`src/rtl/bus_rr_arbiter.sv`:
```
// rtl/bus_rr_arbiter.sv - round-robin bus grant controller with registered one-hot grant.
// Optional hold limit compiled in with `define BUS_ARB_HOLD_LIMIT_EN.
module bus_rr_arbiter #(
   parameter int NMASTERS = 2,
   parameter int MAX_HOLD = 16,
   parameter int IDW      = (NMASTERS > 1) ? $clog2(NMASTERS) : 1
) (
   input  logic                clk,
   input  logic                reset,
   input  logic [NMASTERS-1:0] req,
   output logic [NMASTERS-1:0] gnt,
   output logic [IDW-1:0]      gnt_id,
   output logic                busy,
   output logic                expired
);

   typedef enum logic {
      S_IDLE  = 1'b0,
      S_GRANT = 1'b1
   } state_t;

   localparam logic [IDW-1:0] LAST_RST = IDW'(NMASTERS - 1);

   if (NMASTERS < 1 || NMASTERS > 16 || MAX_HOLD < 2) begin : g_bad_params
      $error("bus_rr_arbiter: illegal NMASTERS or MAX_HOLD");
   end

   state_t              r_state;
   logic [NMASTERS-1:0] r_gnt;
   logic [IDW-1:0]      r_gnt_id;
   logic [IDW-1:0]      r_last;
   logic                r_busy;

   logic                w_found_hi;
   logic                w_found_lo;
   logic [IDW-1:0]      w_win_hi;
   logic [IDW-1:0]      w_win_lo;
   logic [IDW-1:0]      w_win;
   logic [NMASTERS-1:0] w_win_oh;
   logic                w_owner_req;

   // Upward search from last+1 with wrap: prefer the lowest requester above
   // last, otherwise fall back to the lowest requester overall.
   always_comb begin
      w_found_hi = 1'b0;
      w_found_lo = 1'b0;
      w_win_hi   = '0;
      w_win_lo   = '0;
      for (int i = 0; i < NMASTERS; i++) begin
         if (req[i]) begin
            if (!w_found_hi && (i > int'(r_last))) begin
               w_found_hi = 1'b1;
               w_win_hi   = IDW'(i);
            end
            if (!w_found_lo) begin
               w_found_lo = 1'b1;
               w_win_lo   = IDW'(i);
            end
         end
      end
   end

   assign w_win = w_found_hi ? w_win_hi : w_win_lo;

   always_comb begin
      w_win_oh = '0;
      for (int i = 0; i < NMASTERS; i++) begin
         w_win_oh[i] = (IDW'(i) == w_win);
      end
   end

   assign w_owner_req = |(req & r_gnt);

`ifdef BUS_ARB_HOLD_LIMIT_EN
   localparam int             HCW      = $clog2(MAX_HOLD);
   localparam logic [HCW-1:0] HOLD_TOP = HCW'(MAX_HOLD - 1);

   logic [HCW-1:0] r_hold;
   logic           r_expired;
   logic           w_others;

   assign w_others = |(req & ~r_gnt);
`endif

   always_ff @(posedge clk) begin
      if (reset) begin
         r_state  <= S_IDLE;
         r_gnt    <= '0;
         r_gnt_id <= '0;
         r_last   <= LAST_RST;
         r_busy   <= 1'b0;
`ifdef BUS_ARB_HOLD_LIMIT_EN
         r_hold    <= '0;
         r_expired <= 1'b0;
`endif
      end else begin
`ifdef BUS_ARB_HOLD_LIMIT_EN
         r_expired <= 1'b0;
`endif
         case (r_state)
            S_IDLE: begin
               if (w_found_lo) begin
                  r_gnt    <= w_win_oh;
                  r_gnt_id <= w_win;
                  r_last   <= w_win;
                  r_busy   <= 1'b1;
                  r_state  <= S_GRANT;
`ifdef BUS_ARB_HOLD_LIMIT_EN
                  r_hold   <= '0;
`endif
               end
            end
            S_GRANT: begin
               // Release always wins over expiry; new requests wait a turnaround cycle.
               if (!w_owner_req) begin
                  r_gnt   <= '0;
                  r_busy  <= 1'b0;
                  r_state <= S_IDLE;
               end
`ifdef BUS_ARB_HOLD_LIMIT_EN
               else if ((r_hold == HOLD_TOP) && w_others) begin
                  r_gnt     <= '0;
                  r_busy    <= 1'b0;
                  r_expired <= 1'b1;
                  r_state   <= S_IDLE;
               end else if (r_hold != HOLD_TOP) begin
                  r_hold <= r_hold + HCW'(1);
               end
`endif
            end
            default: begin
               r_gnt   <= '0;
               r_busy  <= 1'b0;
               r_state <= S_IDLE;
            end
         endcase
      end
   end

   assign gnt    = r_gnt;
   assign gnt_id = r_gnt_id;
   assign busy   = r_busy;

`ifdef BUS_ARB_HOLD_LIMIT_EN
   assign expired = r_expired;
`else
   assign expired = 1'b0;
`endif

endmodule

```
`config.mk`:
```
export PLATFORM = sky130hd
export DESIGN_NAME = bus_rr_arbiter
export DESIGN_NICKNAME = d
export VERILOG_FILES = /design/src/rtl/bus_rr_arbiter.sv
export SDC_FILE = /design/constraint.sdc
export NUM_CORES = 1
export LEC_CHECK = 0
export CORE_AREA = 2 2 39 41
export CTS_CLUSTER_DIAMETER = 100
export DETAILED_ROUTE_END_ITERATION = 8
export DIE_AREA = 0 0 41 43
export PLACE_DENSITY = 0.43
export SLEW_MARGIN = 20
export SYNTH_ARGS = -nofsm -noshare
export SYNTH_HDL_FRONTEND = slang
export SYNTH_SLANG_ARGS = --single-unit
```
`constraint.sdc`:
```
create_clock -name clk -period 1.6 [get_ports clk]
set_clock_uncertainty 0.15 [all_clocks]
set_input_delay 0.4 -clock clk [delete_from_list [all_inputs] [get_ports clk]]
set_output_delay 0.4 -clock clk [all_outputs]
set_load 0.03 [all_outputs]
```
==> summary.md <==
| Metric | Value |
|---|---|
| Die Width | about 40 microns |
| # placed instances | 55 |
| DRT Pass-1 Iters | 2 |
| # clock sinks | 6 |
| Worst-case clock buffer depth | 2 |
| Mapped cell area | 306.5 sq um |
| Critical-path maximum fanout | 2 |
| CTS Root Cell | clkbuf_4 |
| Layout cells sized above 1 | 26.19% |
| Sequential-to-total area share from yosys stat | 39.18% |
| Worst setup margin | 90.60 ps |
| Final nets | 48 |
| Antenna-violating nets left | 0 |
| Largest stage delay on the critical path | 400 ps |
| YS warnings | 0 |
| Routed length per instance | 9.500 microns |
| Vias/cell | 4.569 |
| Overflow after GRT | 0 |
| Setup crit start kind | flip-flop |
| R2R setup slack | 460 ps |
| Final Critical Period | 1509 ps |
| Die area | ~1800 sq um |
| Cts bufs inserted | 3 |
| Total Wirelength | 551 microns |
| WP data required | 1050 ps |
| Final Cycle Share | 94.34% |
| H-Tree Depth | 1 |
| Tot GR Track Use | 8.954% |
| Cells after synthesis | 33 |
| Worst hold margin | 306.6 ps |
| Hold Violations, Final | 0 |
| Vias in the first global route | between 200 and 300 |
| Crit path cell chain | dlygate4sd2_1 |
| Worst setup EP type | output pin |
| Die height | around 43 microns |
| DR iter-0 viols | 4 |
| Pre-CTS WS | -183.3 ps |
| P&R area growth vs syn | 30.20% |
| Initial antenna violation count | 0 |
| Worst path bufs/invs | 1 |
| Power after layout | 0.4105 mW |
| Port Buffers | 7 |
| Initial Utilization | about 22% |
| Number of diodes | 0 |
| FF+latch count, synth | 6 |
| # setup viols final | 0 |
| VDD IR max | 339.7 uV |
| Crit path max-delay family | buffers and inverters |
| Status | finished clean |
| Maximum number of pins on one net before global-route repair | 9 |
| Clock slew at reported path FFs | 40 ps |
| Cts hold-fix bufs | 0 |
| CTS tree | yes |
| Max cap viols | 0 |
| Residual DRC | 0 |
| First-pass GRT wire length | about 1000 microns |
| DR vias | approximately 270 |
| Critical path class | flip-flop to output pin |
| Clock latency on the worst-skew pair | about 240 ps |
| Final Max Tran Viols | 0 |
| Setup TNS | 0 ps |
| Post-Layout Cell Count | 58 |
| CP max-delay cell | dlygate4sd2_1 |
| Leakage | ~0.18 nW |
| Min-Delay Path Class | flip-flop to flip-flop |
| Site Rows | 14 |
| RD Place Congestion | around 0.73 |
| Power Density | 1029 nW/um^2 |
| Post-Syn Area per Cell | 9.289 sq um |
| Io pins | 9 |
| Crit path arrival time | around 960 ps |
| Core Box Area | ~1400 sq um |
| Fmax | 662.5 MHz |
| Post-Syn Nets | 37 |
| Cell variety after synth | 19 |
| RSZ-0062 raised after global routing | no |
placed cells by master (no fill, tap or decap), types with 2 or more instances in the layout:
cell type	count
a21o_1	2
a21oi_1	4
buf_4	5
clkbuf_4	3
clkdlybuf4s50_1	2
dfxtp_1	6
dlygate4sd2_1	2
nand2_1	2
nor2_1	3
state kept, by name, indices dropped and copies added (netlist names):
signal,flops
r_last,1
r_state,1
busy,1
gnt,2
gnt_id,1
final cells by class:
class                   instances  area, sq um
clock buffers                   3        22.52
multi-input cells              22        145.1
repair buffers                 10        87.58
inverters                       1        3.754
flip-flops and latches          6        120.1
well taps                      16        20.02
fillers                       156        984.7
worst paths after layout:
| kind | startpoint | end | cells past startpoint |
|---|---|---|---|
| min | gnt_id$_SDFFE_PP0P_ | gnt_id$_SDFFE_PP0P_ | 2 |
| min reg2reg | gnt_id$_SDFFE_PP0P_ | gnt_id$_SDFFE_PP0P_ | 2 |
| max | gnt_id$_SDFFE_PP0P_ | gnt_id | 1 |
| max reg2reg | r_state$_SDFF_PP0_ | gnt_id$_SDFFE_PP0P_ | 4 |
metal layers:
layer	global-route usage (%)	vias up	part of all wire, %
met3	4.712	0	8.9
met1	12.30	123	49
li1	-	134	-
met4	6.000	0	0
met2	10.31	8	42
met5	0	-	0
cells in the mapped netlist, drive strengths merged:
cell type	number	share of area, %
o21a	1	2.4
o31a	1	3.3
nor3	1	1.6
o211ai	1	2.4
dfxtp	6	39
nand2	2	2.4
nand3	1	1.6
nor3b	1	2.4
conb	1	1.2
a22oi	1	2.4
a211o	1	2.9
a21o	2	4.9
a221oi	1	4.9
inv	1	1.2
nor2	3	3.7
a21oi	4	6.5
nand2b	1	4.5
buf	4	12
per-stage QoR:
stage	cell area, sq um	util [%]
after global placement	376.6	27.22
after floorplan	306.5	-
final	399.1	28.84
after detailed placement	376.6	27.22
after global routing	399.1	28.84
after CTS	396.6	28.66
power by group:
group / switching, mW / internal, mW / total [mW] / leakage, nW
Combinational: 0.0492 / 0.0438 / 0.0930 / 0.120
Clock: 0.0543 / 0.0848 / 0.139 / 0.0138
Sequential: 0.0141 / 0.164 / 0.178 / 0.0497
timing repair:
action,in CTS,in global routing
endpoints found under the setup margin,2,1
gates resized for setup,2,1
buffers inserted,0,0
cell families after synthesis:
logic type	after synthesis	share of synthesized area [%]
DFF	6	39.19
buffers and inverters	5	13.47
and+or+nand+nor	9	16.32
other	1	1.223
AOI/OAI and AO/OA	12	29.80
No activity file was read; power rests on OpenSTA's default activity.
